## src/rtl/ram_ctrl_pkg.sv

```systemverilog
// Shared RAM command opcodes and the arbiter/sequencer state encoding.
// Also imported by the SPI slave so both agree on the two-word command protocol.
package ram_ctrl_pkg;

   localparam logic [1:0] OPC_HOLD_ADDR1 = 2'd0;
   localparam logic [1:0] OPC_WRITE      = 2'd1;
   localparam logic [1:0] OPC_HOLD_ADDR2 = 2'd2;
   localparam logic [1:0] OPC_READ       = 2'd3;

   typedef enum logic [2:0] {
      ST_IDLE,
      ST_ADDR,
      ST_DATA,
      ST_WAIT,
      ST_RESP
   } arb_state_t;

endpackage

```

## src/rtl/rr_arb2.sv

```systemverilog
// Two-input round-robin grant: combinational one-hot grant, last winner registered on update_i.
// Reset leaves last grant at requester 1 so requester 0 wins the first tie.
module rr_arb2 (
   input  logic       clk,
   input  logic       rst_n,
   input  logic [1:0] valid_i,
   input  logic       update_i,
   output logic [1:0] grant_o
);

   logic last_grant_q;

   always_comb begin
      grant_o = 2'b00;
      case (valid_i)
         2'b01:   grant_o = 2'b01;
         2'b10:   grant_o = 2'b10;
         2'b11:   grant_o = last_grant_q ? 2'b01 : 2'b10;
         default: grant_o = 2'b00;
      endcase
   end

   always_ff @(posedge clk or negedge rst_n) begin
      if (!rst_n) begin
         last_grant_q <= 1'b1;
      end else if (update_i) begin
         last_grant_q <= grant_o[1];
      end
   end

endmodule

```

## src/rtl/ram_cmd_arbiter.sv

```systemverilog
// Round-robin arbiter/sequencer turning whole read/write transactions into two-word RAM commands.
// Optional read watchdog under macro RD_TIMEOUT_EN (default build: WAIT holds until read data).
module ram_cmd_arbiter
   import ram_ctrl_pkg::*;
#(
   parameter int ADDR_SIZE      = 8,
   parameter int TIMEOUT_CYCLES = 15
) (
   input  logic                 clk,
   input  logic                 rst_n,
   input  logic                 req0_valid,
   input  logic                 req0_we,
   input  logic [ADDR_SIZE-1:0] req0_addr,
   input  logic [7:0]           req0_wdata,
   output logic                 req0_ready,
   output logic                 rsp0_valid,
   output logic [7:0]           rsp0_rdata,
   output logic                 rsp0_err,
   input  logic                 req1_valid,
   input  logic                 req1_we,
   input  logic [ADDR_SIZE-1:0] req1_addr,
   input  logic [7:0]           req1_wdata,
   output logic                 req1_ready,
   output logic                 rsp1_valid,
   output logic [7:0]           rsp1_rdata,
   output logic                 rsp1_err,
   output logic                 ram_rx_valid,
   output logic [9:0]           ram_din,
   input  logic [7:0]           ram_dout,
   input  logic                 ram_tx_valid,
   output logic                 busy
);

   arb_state_t           state_q;
   logic                 owner_q;
   logic                 we_q;
   logic [ADDR_SIZE-1:0] addr_q;
   logic [7:0]           wdata_q;
   logic [7:0]           rdata_q;
   logic                 err_q;
   logic [1:0]           grant;
   logic                 idle;
   logic                 accept;
   logic                 resp;
   logic [7:0]           addr_ext;

`ifdef RD_TIMEOUT_EN
   localparam int CNT_W = $clog2(TIMEOUT_CYCLES + 1);
   logic [CNT_W-1:0] cnt_q;
`endif

   rr_arb2 u_arb (
      .clk      (clk),
      .rst_n    (rst_n),
      .valid_i  ({req1_valid, req0_valid}),
      .update_i (accept),
      .grant_o  (grant)
   );

   // Gated with rst_n so ready is also low while reset is held.
   assign idle       = (state_q == ST_IDLE) && rst_n;
   assign req0_ready = idle && grant[0];
   assign req1_ready = idle && grant[1];
   assign accept     = req0_ready || req1_ready;

   always_ff @(posedge clk or negedge rst_n) begin
      if (!rst_n) begin
         state_q <= ST_IDLE;
         owner_q <= 1'b0;
         we_q    <= 1'b0;
         addr_q  <= '0;
         wdata_q <= 8'h00;
         rdata_q <= 8'h00;
         err_q   <= 1'b0;
`ifdef RD_TIMEOUT_EN
         cnt_q   <= '0;
`endif
      end else begin
         case (state_q)
            ST_IDLE: begin
               if (accept) begin
                  owner_q <= grant[1];
                  we_q    <= grant[1] ? req1_we    : req0_we;
                  addr_q  <= grant[1] ? req1_addr  : req0_addr;
                  wdata_q <= grant[1] ? req1_wdata : req0_wdata;
                  rdata_q <= 8'h00;
                  err_q   <= 1'b0;
                  state_q <= ST_ADDR;
               end
            end
            ST_ADDR: state_q <= ST_DATA;
            ST_DATA: begin
               state_q <= we_q ? ST_RESP : ST_WAIT;
`ifdef RD_TIMEOUT_EN
               cnt_q   <= '0;
`endif
            end
            ST_WAIT: begin
               // Read data arriving on the expiry cycle takes priority over the timeout.
               if (ram_tx_valid) begin
                  rdata_q <= ram_dout;
                  err_q   <= 1'b0;
                  state_q <= ST_RESP;
               end
`ifdef RD_TIMEOUT_EN
               else if (cnt_q == CNT_W'(TIMEOUT_CYCLES - 1)) begin
                  rdata_q <= 8'hFF;
                  err_q   <= 1'b1;
                  state_q <= ST_RESP;
               end else begin
                  cnt_q <= cnt_q + 1'b1;
               end
`endif
            end
            ST_RESP: state_q <= ST_IDLE;
            default: state_q <= ST_IDLE;
         endcase
      end
   end

   always_comb begin
      addr_ext                = 8'h00;
      addr_ext[ADDR_SIZE-1:0] = addr_q;
   end

   always_comb begin
      ram_rx_valid = 1'b0;
      ram_din      = 10'h000;
      if (state_q == ST_ADDR) begin
         ram_rx_valid = 1'b1;
         ram_din      = {(we_q ? OPC_HOLD_ADDR1 : OPC_HOLD_ADDR2), addr_ext};
      end else if (state_q == ST_DATA) begin
         ram_rx_valid = 1'b1;
         ram_din      = we_q ? {OPC_WRITE, wdata_q} : {OPC_READ, 8'h00};
      end
   end

   assign busy       = (state_q != ST_IDLE);
   assign resp       = (state_q == ST_RESP);
   assign rsp0_valid = resp && !owner_q;
   assign rsp1_valid = resp && owner_q;
   assign rsp0_rdata = rsp0_valid ? rdata_q : 8'h00;
   assign rsp1_rdata = rsp1_valid ? rdata_q : 8'h00;
`ifdef RD_TIMEOUT_EN
   assign rsp0_err   = rsp0_valid && err_q;
   assign rsp1_err   = rsp1_valid && err_q;
`else
   assign rsp0_err   = 1'b0;
   assign rsp1_err   = 1'b0;
`endif

endmodule

```

## config.mk

```make
export PLATFORM = sky130hd
export DESIGN_NAME = ram_cmd_arbiter
export DESIGN_NICKNAME = d
export VERILOG_FILES = /design/src/rtl/ram_ctrl_pkg.sv /design/src/rtl/rr_arb2.sv /design/src/rtl/ram_cmd_arbiter.sv
export SDC_FILE = /design/constraint.sdc
export NUM_CORES = 1
export LEC_CHECK = 0
export ABC_AREA = 1
export CORE_UTILIZATION = 44
export CTS_CLUSTER_SIZE = 10
export DETAILED_ROUTE_END_ITERATION = 7
export GPL_ROUTABILITY_DRIVEN = 0
export HOLD_SLACK_MARGIN = 0.06
export PLACE_DENSITY = 0.86
export REMOVE_ABC_BUFFERS = 1
export SLEW_MARGIN = 40
export SYNTH_ARGS = -nofsm -noshare
export SYNTH_HDL_FRONTEND = slang
export SYNTH_SLANG_ARGS = --single-unit
```

## constraint.sdc

```tcl
create_clock -name clk -period 4.1 [get_ports clk]
set_input_delay 0.82 -clock clk [delete_from_list [all_inputs] [get_ports clk]]
set_output_delay 0.82 -clock clk [all_outputs]
set_load 0.01 [all_outputs]
```

==> impl_results.md <==
* All-Layer GR Usage at 23.3%
* Die Wd at 64.3 um
* Longest Clk Path Bufs at 2
* Synthesized flop and latch total at 30
* Crit-path max cell delay at 0.52 ns
* Crit path max-delay cell type: clkdlybuf4s50_1
* Post-synthesis cell type count at 22
* Most common cell after layout, fill and taps aside: clkdlybuf4s50_1
* Critical-path cell list: clkdlybuf4s50_1, nand2_1, nand2_4, inv_4, nand2_1, inv_1, clkdlybuf4s50_1
* Ratio of cells with drive above 1 in the final layout at around 4.4%
* Max Slew Vio Count at 0
* Htree depth at 2
* Sum Neg Setup Slack at 0 ns
* Setup-failing EPs final at 0
* Avg WL per Cell at approximately 12 um
* Fin Clk Skew at about 0.0059 ns
* Clk root buf: clkbuf_8
* Cell Pwr Density at 569 nW/um2
* Port buffer count at 78
* Die area at roughly 4100 um2
* Core box area at 3690 um2
* Total gr overflow at 0
* # Max-Cap Violations at 0
* Crit path required time at 3.28 ns
* Post-CTS Resized at 0
* Pleak at approximately 1.2 nW
* First-pass GRT wire length at ~7300 um
* Syn. warnings at 0
* Crit path DAT at 2.53 ns
* Ports at slightly above 80
* Hold crit path type: flip-flop to flip-flop
* Initial DRC count at 61
* Vias in the first global route at 1,715
* Clock sink count at 30
* Multi-input logic area at roughly 770 um2
* # diodes at 0
* CTS tree: built
* Hold_buf cts at 0
* Initial antenna violation count at 0
* Status: complete, no violations
* Vias per std cell at 4.89
* Register area at 752 um2
* Delay-heaviest family, CP: buffers and inverters
* Hold slack at 0.474 ns
* DR DRC count at 0
* Routed wire length at 4240 um
* Fin crit share at 81.7%
* Syn Inst Count at 240
* Final Hold Viols at 0
* Row cnt at 22
* Via Count at 1,795
* CTS Buf Count at 5
* Area grow syn2layout at 51.9%
* Register area share after synthesis at 44.0%
* Initial Utilization at a little under half
* CP Launch Type: input pin
* F_max at 299 MHz
* Pin count of the biggest net entering global routing at 31
* Clk slew on worst S/H paths at roughly 0.050 ns
* Post-layout minimum cycle time at 3.35 ns
* Setup Crit Path Kind: input pin to primary output
* Nets at 365
* CP endpoint kind: primary output
* RSZ-0062 raised after global routing: no
* Commonest cells after routing, fill and taps aside: 78 x clkdlybuf4s50_1, 65 x nor2_1, 44 x nand2_1, 34 x inv_1, 29 x dfrtp_1
* First drt pass iteration count at 4
* Max IR drop VDD at 407 uV
* Mapped Avg Cell Area at between 7 and 8 um2
* CP max FO at 19
* Syn Std Cell Area at roughly 1700 um2
* Height of the die at 64.3 um
* Post-CTS Setup Inserts at 0
* Filler cells at 297
* Detail Placement HPWL at 3210 um
* Clock Latency Late Sink at 0.28 ns
* Final ANT Viol Nets at 0
* Final design utilization at 70.5%
* CP Buf/Inv Count at 4
## worst reg2reg max path: stages (launching register included)
cell and delay [ns]:
dfstp_2 0.53, nand2_1 0.08, nand2_4 0.21, inv_4 0.15
o21ai_4 0.32, buf_4 0.34, nand2_1 0.10, o31ai_1 0.08
## stage by stage
step / power [mW] / std cells / setup WS (ns) / instance area [um2]
finish: 1.48 / 367 / 0.750 / 2600
global route: 1.62 / 367 / 0.627 / 2600
CTS: 1.49 / 367 / 0.733 / 2600
detailed placement: 1.26 / 359 / 0.739 / 2520
global placement: 1.24 / 359 / 0.772 / 2520
floorplan: 0.954 / 231 / 1.90 / 1660
## report_power, final
group,total [mW],internal (mW),switching [mW]
Sequential,0.532,0.441,0.0906
Clock,0.221,0.120,0.101
Combinational,0.726,0.304,0.422
Total,1.48,0.865,0.614
## kinds of logic after synthesis
logic type,share of synthesized area (%)
simple gates,32.8
flops,44.0
compound gates,11.9
buf+inv,11.0
other cells,0.219
## worst paths after layout
check,from,end,slack (ns),cells past startpoint
setup / recovery,req0_valid,req1_ready,0.75,7
hold / removal,rdata_q[2],rdata_q[2],0.47,2
setup reg to reg,u_arb.last_grant_q,addr_ext[1],2.19,7
hold reg to reg,rdata_q[2],rdata_q[2],0.47,2
max in group asynchronous,rst_n,u_arb.last_grant_q,2.83,2
min in group asynchronous,rst_n,owner_q,0.97,2
## cell type report
| type | count | share of cell area (%) |
|---|---|---|
| clock buffer | 8 | 3.08 |
| inverter | 36 | 5.30 |
| sequential | 30 | 28.9 |
| timing repair buffer | 80 | 30.6 |
| multi-input combinational | 165 | 29.8 |
| tap | 48 | 2.31 |
## metal layers
metal | routed length [um] | global-route usage, % | up-vias
met5 | 0 | 0 | -
met4 | 42 | 5.83 | 0
met3 | 337 | 8.75 | 5
met2 | 1980 | 41.2 | 73
met1 | 1880 | 26.1 | 803
li1 | - | - | 914
## synthesized netlist by cell type, drive strengths merged
master | n | area, um2
o21ai | 11 | 66.3
clkbuf | 3 | 11.3
nand3 | 11 | 60.1
nand4 | 8 | 50.1
dfrtp | 29 | 726
nand3b | 1 | 7.51
nor2 | 66 | 250
o31ai | 17 | 128
conb | 1 | 3.75
inv | 35 | 134
buf | 7 | 40.0
nand2 | 46 | 188
or2 | 1 | 6.26
a21oi | 2 | 10.0
clkinv | 1 | 3.75
dfstp | 1 | 26.3
## sequential cells by signal (all words and copies together), names as in the netlist
| signal | cells |
|---|---|
| addr_ext | 8 |
| rdata_q | 8 |
| we_q | 1 |
| u_arb.last_grant_q | 1 |
| state_q | 3 |
| wdata_q | 8 |
| owner_q | 1 |
No activity file was read; power rests on OpenSTA's default activity.
